### config.mk
export PLATFORM = sky130hd
export DESIGN_NAME = cache_mem_arbiter_flat
export DESIGN_NICKNAME = d
export VERILOG_FILES = /design/src/rtl/cache_mem_arbiter_if.sv /design/src/rtl/cache_mem_arbiter.sv /design/src/flat_wrapper.sv
export SDC_FILE = /design/constraint.sdc
export NUM_CORES = 1
export LEC_CHECK = 0
export ABC_AREA = 1
export CORE_AREA = 2 2 104 106
export CTS_CLUSTER_DIAMETER = 80
export DETAILED_ROUTE_END_ITERATION = 10
export DIE_AREA = 0 0 106 108
export PLACE_DENSITY_LB_ADDON = 0.12
export SKIP_CTS_REPAIR_TIMING = 1
export SLEW_MARGIN = 25
export SYNTH_ARGS = -nofsm -noshare
export SYNTH_HDL_FRONTEND = slang
export SYNTH_SLANG_ARGS = --single-unit
### constraint.sdc
create_clock -name CLK -period 1.54 [get_ports CLK]
set_input_delay 0.154 -clock CLK [delete_from_list [all_inputs] [get_ports CLK]]
set_output_delay 0.154 -clock CLK [all_outputs]
set_load 0.1 [all_outputs]
### src/rtl/cache_mem_arbiter_if.sv
`default_nettype none
// ============================================================================
// Module      : cache_mem_arbiter_if
// Description : Bundles the icache, dcache and RAM-side signals of the
//               cache/memory arbiter. The arbiter uses the slave modport.
//               The environment driving the caches and the RAM model uses
//               the master modport.
// Revision    : 1.0 - initial release
// ============================================================================
interface cache_mem_arbiter_if #(
    parameter int DATA_W = 32
);
    // icache side
    logic              iREN;
    logic [DATA_W-1:0] iaddr;
    logic              iwait;
    logic [DATA_W-1:0] iload;

    // dcache side
    logic              dREN;
    logic              dWEN;
    logic [DATA_W-1:0] daddr;
    logic [DATA_W-1:0] dstore;
    logic              dwait;
    logic [DATA_W-1:0] dload;

    // RAM side
    logic              ramREN;
    logic              ramWEN;
    logic [DATA_W-1:0] ramaddr;
    logic [DATA_W-1:0] ramstore;
    logic [DATA_W-1:0] ramload;
    logic [1:0]        ramstate;

    // status
    logic              err;

    // Arbiter view
    modport slave (
        input  iREN, iaddr,
        input  dREN, dWEN, daddr, dstore,
        input  ramload, ramstate,
        output iwait, iload,
        output dwait, dload,
        output ramREN, ramWEN, ramaddr, ramstore,
        output err
    );

    // Caches-plus-RAM view
    modport master (
        output iREN, iaddr,
        output dREN, dWEN, daddr, dstore,
        output ramload, ramstate,
        input  iwait, iload,
        input  dwait, dload,
        input  ramREN, ramWEN, ramaddr, ramstore,
        input  err
    );
endinterface
`default_nettype wire

### src/rtl/cache_mem_arbiter.sv
`default_nettype none
// ============================================================================
// Module      : cache_mem_arbiter
// Description : Serialises icache and dcache memory requests onto a single
//               RAM port. dcache has fixed priority; an icache request that
//               has been passed over STARVE_LIMIT times in a row is granted
//               next. A grant is held until RAM reports ACCESS, and every new
//               grant passes through one IDLE cycle.
//               Optional macro ARB_PERF_CNT_EN adds the 32-bit completion
//               counters icount and dcount.
// Revision    : 1.0 - initial release
// ============================================================================
module cache_mem_arbiter #(
    parameter int DATA_W       = 32,
    parameter int STARVE_LIMIT = 4
) (
    input  wire logic          CLK,
    input  wire logic          nRST,
    cache_mem_arbiter_if.slave bus
`ifdef ARB_PERF_CNT_EN
    ,
    output logic [31:0]        icount,
    output logic [31:0]        dcount
`endif
);

    // RAM status encodings the arbiter reacts to; FREE and BUSY both mean
    // "keep waiting" and need no decode of their own.
    localparam logic [1:0] RAM_ACCESS = 2'd2;
    localparam logic [1:0] RAM_ERROR  = 2'd3;

    localparam logic [DATA_W-1:0] ZERO_W = '0;

    // The starvation counter only has to reach STARVE_LIMIT, where it saturates.
    localparam int CNT_W = (STARVE_LIMIT > 0) ? $clog2(STARVE_LIMIT + 1) : 1;
    localparam logic [CNT_W-1:0] LIMIT_C = CNT_W'(STARVE_LIMIT);

    typedef enum logic [1:0] {
        IDLE   = 2'd0,
        I_XFER = 2'd1,
        D_XFER = 2'd2
    } state_t;

    state_t           state_q, state_d;
    logic [CNT_W-1:0] starve_q, starve_d;
    logic             err_q, err_d;

    logic w_dreq;
    logic w_access;
    logic w_error;
    logic w_force_i;

    assign w_dreq   = bus.dREN | bus.dWEN;
    assign w_access = (bus.ramstate == RAM_ACCESS);
    assign w_error  = (bus.ramstate == RAM_ERROR);

    // A waiting icache request wins over dcache once dcache has taken
    // STARVE_LIMIT grants in a row. A limit of 0 switches the rule off.
    assign w_force_i = bus.iREN && (STARVE_LIMIT != 0) && (starve_q >= LIMIT_C);

    // State, starvation counter and sticky error flag
    always_ff @(posedge CLK) begin
        if (!nRST) begin
            state_q  <= IDLE;
            starve_q <= '0;
            err_q    <= 1'b0;
        end else begin
            state_q  <= state_d;
            starve_q <= starve_d;
            err_q    <= err_d;
        end
    end

    // Next-state and fully combinational bus outputs for the current grant
    always_comb begin
        state_d      = state_q;
        starve_d     = starve_q;
        err_d        = err_q;

        bus.iwait    = bus.iREN;
        bus.dwait    = w_dreq;
        bus.iload    = ZERO_W;
        bus.dload    = ZERO_W;
        bus.ramREN   = 1'b0;
        bus.ramWEN   = 1'b0;
        bus.ramaddr  = ZERO_W;
        bus.ramstore = ZERO_W;

        case (state_q)
            IDLE: begin
                // The icache is no longer waiting, so it cannot be starving.
                if (!bus.iREN) begin
                    starve_d = '0;
                end
                if (w_dreq && !w_force_i) begin
                    state_d = D_XFER;
                end else if (bus.iREN) begin
                    state_d = I_XFER;
                end
            end

            D_XFER: begin
                bus.ramaddr  = bus.daddr;
                bus.ramstore = bus.dstore;
                bus.ramWEN   = bus.dWEN;
                // A write takes precedence when both strobes are raised.
                bus.ramREN   = bus.dREN & ~bus.dWEN;
                bus.dwait    = ~w_access;
                if (w_access) begin
                    bus.dload = bus.ramload;
                end
                // ERROR is recorded, but the grant stays while RAM retries.
                if (w_error) begin
                    err_d = 1'b1;
                end
                if (!w_dreq) begin
                    // Request withdrawn: abandon without a completion.
                    state_d = IDLE;
                end else if (w_access) begin
                    state_d = IDLE;
                    if (bus.iREN && (starve_q < LIMIT_C)) begin
                        starve_d = starve_q + CNT_W'(1);
                    end
                end
            end

            I_XFER: begin
                bus.ramaddr = bus.iaddr;
                bus.ramREN  = bus.iREN;
                bus.iwait   = ~w_access;
                bus.iload   = bus.ramload;
                if (w_error) begin
                    err_d = 1'b1;
                end
                if (!bus.iREN) begin
                    state_d = IDLE;
                end else if (w_access) begin
                    state_d  = IDLE;
                    starve_d = '0;
                end
            end

            default: begin
                state_d = IDLE;
            end
        endcase
    end

    assign bus.err = err_q;

`ifdef ARB_PERF_CNT_EN
    logic [31:0] icount_q;
    logic [31:0] dcount_q;
    logic        w_i_done;
    logic        w_d_done;

    // A completion is an ACCESS cycle while the granted request is still up.
    assign w_i_done = (state_q == I_XFER) && bus.iREN && w_access;
    assign w_d_done = (state_q == D_XFER) && w_dreq && w_access;

    // Free-running completion counters; they wrap at 2^32 on their own.
    always_ff @(posedge CLK) begin
        if (!nRST) begin
            icount_q <= '0;
            dcount_q <= '0;
        end else begin
            if (w_i_done) begin
                icount_q <= icount_q + 32'd1;
            end
            if (w_d_done) begin
                dcount_q <= dcount_q + 32'd1;
            end
        end
    end

    assign icount = icount_q;
    assign dcount = dcount_q;
`endif

endmodule
`default_nettype wire

### src/flat_wrapper.sv
// flat-port wrapper written by rule: the top's interface ports become plain ports
module cache_mem_arbiter_flat 
#(
    parameter int DATA_W       = 32,
    parameter int STARVE_LIMIT = 4
)
  (CLK, nRST, bus_iREN, bus_iaddr, bus_dREN, bus_dWEN, bus_daddr, bus_dstore, bus_ramload, bus_ramstate, bus_iwait, bus_iload, bus_dwait, bus_dload, bus_ramREN, bus_ramWEN, bus_ramaddr, bus_ramstore, bus_err);
  cache_mem_arbiter_if #(.DATA_W(DATA_W)) bus_i ();
  input  wire logic CLK;
  input  wire logic nRST;
  input wire logic [$bits(bus_i.iREN)-1:0] bus_iREN;
  input wire logic [$bits(bus_i.iaddr)-1:0] bus_iaddr;
  input wire logic [$bits(bus_i.dREN)-1:0] bus_dREN;
  input wire logic [$bits(bus_i.dWEN)-1:0] bus_dWEN;
  input wire logic [$bits(bus_i.daddr)-1:0] bus_daddr;
  input wire logic [$bits(bus_i.dstore)-1:0] bus_dstore;
  input wire logic [$bits(bus_i.ramload)-1:0] bus_ramload;
  input wire logic [$bits(bus_i.ramstate)-1:0] bus_ramstate;
  output wire logic [$bits(bus_i.iwait)-1:0] bus_iwait;
  output wire logic [$bits(bus_i.iload)-1:0] bus_iload;
  output wire logic [$bits(bus_i.dwait)-1:0] bus_dwait;
  output wire logic [$bits(bus_i.dload)-1:0] bus_dload;
  output wire logic [$bits(bus_i.ramREN)-1:0] bus_ramREN;
  output wire logic [$bits(bus_i.ramWEN)-1:0] bus_ramWEN;
  output wire logic [$bits(bus_i.ramaddr)-1:0] bus_ramaddr;
  output wire logic [$bits(bus_i.ramstore)-1:0] bus_ramstore;
  output wire logic [$bits(bus_i.err)-1:0] bus_err;
  assign bus_i.iREN = bus_iREN;
  assign bus_i.iaddr = bus_iaddr;
  assign bus_i.dREN = bus_dREN;
  assign bus_i.dWEN = bus_dWEN;
  assign bus_i.daddr = bus_daddr;
  assign bus_i.dstore = bus_dstore;
  assign bus_i.ramload = bus_ramload;
  assign bus_i.ramstate = bus_ramstate;
  assign bus_iwait = bus_i.iwait;
  assign bus_iload = bus_i.iload;
  assign bus_dwait = bus_i.dwait;
  assign bus_dload = bus_i.dload;
  assign bus_ramREN = bus_i.ramREN;
  assign bus_ramWEN = bus_i.ramWEN;
  assign bus_ramaddr = bus_i.ramaddr;
  assign bus_ramstore = bus_i.ramstore;
  assign bus_err = bus_i.err;
  cache_mem_arbiter #(.DATA_W(DATA_W), .STARVE_LIMIT(STARVE_LIMIT)) u_core (.CLK(CLK), .nRST(nRST), .bus(bus_i));
endmodule
==> reports/results.tsv <==
stage	metric	value	unit
placed_design	gp_congestion	0.828	
yosys	synth_nets	533	
timing	worst_pin_slew	0.282	ns
min_path	hold_class	in -> reg	
layout	num-fill-cells	635	
global_route	antenna_found_initial	0	
floorplanning	die_w	106	um
floorplanning	rows	37	
route	wl_met2	8.43	mm
power_and_ir_drop	ir_drop	792	uV
yosys	yosysSeqAreaShare	6.95	%
layout	multiInputGateArea	2420	um2
yosys	synth_area_leaders	nand2_1, inv_1, a21oi_1, nor2_1, dfxtp_1	
clocking	cts-root-buf	clkbuf_8	
route	drc	0	
yosys	syn_inst	393	
clocking	clk_latency	0.23	ns
layout	area_growth	374	%
timing	layout_setup_ws	-0.234	ns
power_and_ir_drop	p_per_area	533	nW/um2
floorplanning	initial_core_util	16.9	%
global_route	grt_first_pass_wirelength	19.6	mm
yosys	ys_types	19	
layout	fin_nets	833	
timing	tns	-21.65	ns
run_status	status	finished with violations	
layout	final_common_cell	buf_12	
yosys	yosysWarnings	0	
route	wl_met3	1.09	mm
route	antenna_left	0	
timing	rsz0062_at_grt	true	
clocking	cts_tree	built	
setup_path	crit_fanout	19	
layout	antenna_cells	0	
setup_path	crit_type	reg -> out	
timing	period_share	115	%
route	drt-initial-drc-count	143	
clocking	path_clk_slew	0.04	ns
placed_design	io_buffer_count	267	
setup_path	r2r_slack	0.04	ns
clocking	cts.sinks	6	
route	vias_per_cell	4.39	
timing	setup_viol	131	
layout	drive_above_1_share	60.4	%
floorplanning	coreArea	10200	um2
layout	fin_cells	828	
setup_path	worstSetupEndpointType	primary output	
global_route	grt_max_degree	39	
clocking	cts_made_buffers	3	
setup_path	crit_path_start_kind	register	
route	drt_wl_total	15.1	mm
global_route	track_usage	21.7	%
clocking	clock_path_buffers	2	
timing	finClkSkew	0.00133	ns
setup_path	cp.required	1.39	ns
power_and_ir_drop	p_leak	3.11	nW
yosys	syn_area	1730	um2
route	wl_met1	5.10	mm
timing	hold_viol	0	
floorplanning	dieArea	11400	um2
timing	drv_slew	0	
layout	regArea	128	um2
placed_design	dp.cells	791	
yosys	synth_top_area_cell	nand2_1	
global_route	grt_pass1_vias	3485	
run_status	violations	negative setup slack	
power_and_ir_drop	p_total	4.37	mW
timing	fmax	564	MHz
placed_design	pre_cts_slack	-0.0578	ns
route	drt-wirelength-per-cell	18.3	um
route	vias	3637	
floorplanning	fp.dieH	108	um
job	max_cap_viol_count	0	
timing	slew_headroom	81.1	%
layout	utilization	80.2	%
route	routed.top_layer	met4	
placed_design	post-dp-hpwl	11.1	mm
layout	mostFrequentLayoutCells	buf_12, clkdlybuf4s50_1, nand2_1	
setup_path	crit_arrival	1.62	ns
floorplanning	ios	268	
yosys	synth_seq_cells	6	
route	first_pass_iters	6	
timing	post-route-min-period	1.77	ns
global_route	overflow	0	
yosys	syn_area_per_cell	4.40	um2
yosys	synth_top_area_share	40.6	%
clocking	htreeDepth	1	
-- path summary, 6_finish.rpt --
| check | startpoint | to | depth (start not counted) |
|---|---|---|---|
| setup reg to reg | u_core.state_q[0]$_SDFFE_PN0P_ | u_core.starve_q[0]$_SDFFE_PN0P_ | 10 |
| hold reg to reg | u_core.starve_q[0]$_SDFFE_PN0P_ | u_core.starve_q[0]$_SDFFE_PN0P_ | 2 |
| setup / recovery | u_core.state_q[0]$_SDFFE_PN0P_ | bus_ramaddr[1] | 6 |
| hold / removal | bus_ramstate[1] | u_core.bus.err$_SDFFE_PN0P_ | 4 |
-- flip-flops by register name, indices dropped and copies added (netlist names) --
register / flops
u_core.bus.err: 1
u_core.starve_q: 3
u_core.state_q: 2
-- cell families (layout without fill, tap and decap cells) --
group | after synthesis | in the layout | synth area share (%)
AND/OR/NAND/NOR | 237 | 237 | 52.7
buffers and inverters | 102 | 401 | 23.7
AO/OA/AOI/OAI | 42 | 42 | 12.5
flip-flops | 6 | 6 | 6.95
adder cells (fa/ha/maj) | 5 | 5 | 3.62
XOR/XNOR | 1 | 1 | 0.507
-- per-layer routing --
metal  vias up  GRT usage [%]
met1      1689           22.2
met5         -              0
met2       164           42.9
met3        37           6.27
li1       1747              -
met4         0           5.92
-- cell usage after synthesis --
| library cell | instances |
|---|---|
| o21a_1 | 1 |
| buf_2 | 16 |
| ha_1 | 5 |
| nor2_1 | 40 |
| inv_2 | 4 |
| o21ai_0 | 2 |
| nor3_1 | 1 |
| dfxtp_1 | 6 |
| a21oi_2 | 1 |
| xnor2_1 | 1 |
| buf_4 | 2 |
| inv_1 | 73 |
| nand2_1 | 187 |
| a21oi_1 | 38 |
| nand2_2 | 2 |
| clkbuf_1 | 6 |
| nand3_1 | 6 |
| nor2_4 | 1 |
| clkinv_1 | 1 |
-- power breakdown --
part           leakage [nW]  switching, mW  internal (mW)  total [mW]
sequential           0.0504         0.0152          0.169       0.184
combinational          3.03           2.33           1.58        3.92
clock                0.0228         0.0878          0.180       0.268
total                  3.11           2.44           1.93        4.37
-- critical path, stage by stage (launching register included) --
cell	delay, ns
dfxtp_4	0.36
buf_6	0.10
ha_4	0.23
buf_12	0.18
nand2_1	0.11
a21oi_4	0.20
buf_12	0.19
-- area by class of cell --
type | count | share of cell area, %
inverters | 78 | 6.91
clock buffers | 4 | 0.549
well taps | 136 | 2.08
flip-flops and latches | 6 | 1.56
repair buffers | 319 | 59.4
multi-input cells | 285 | 29.5
-- metrics by stage --
step	hold WS (ns)	area, um2
floorplan	0.272	3110
global placement	0.467	7280
detailed placement	0.501	7280
CTS	0.507	7320
global route	0.426	8200
finish	0.406	8200
Note: power is estimated with default switching activity, not from simulation.
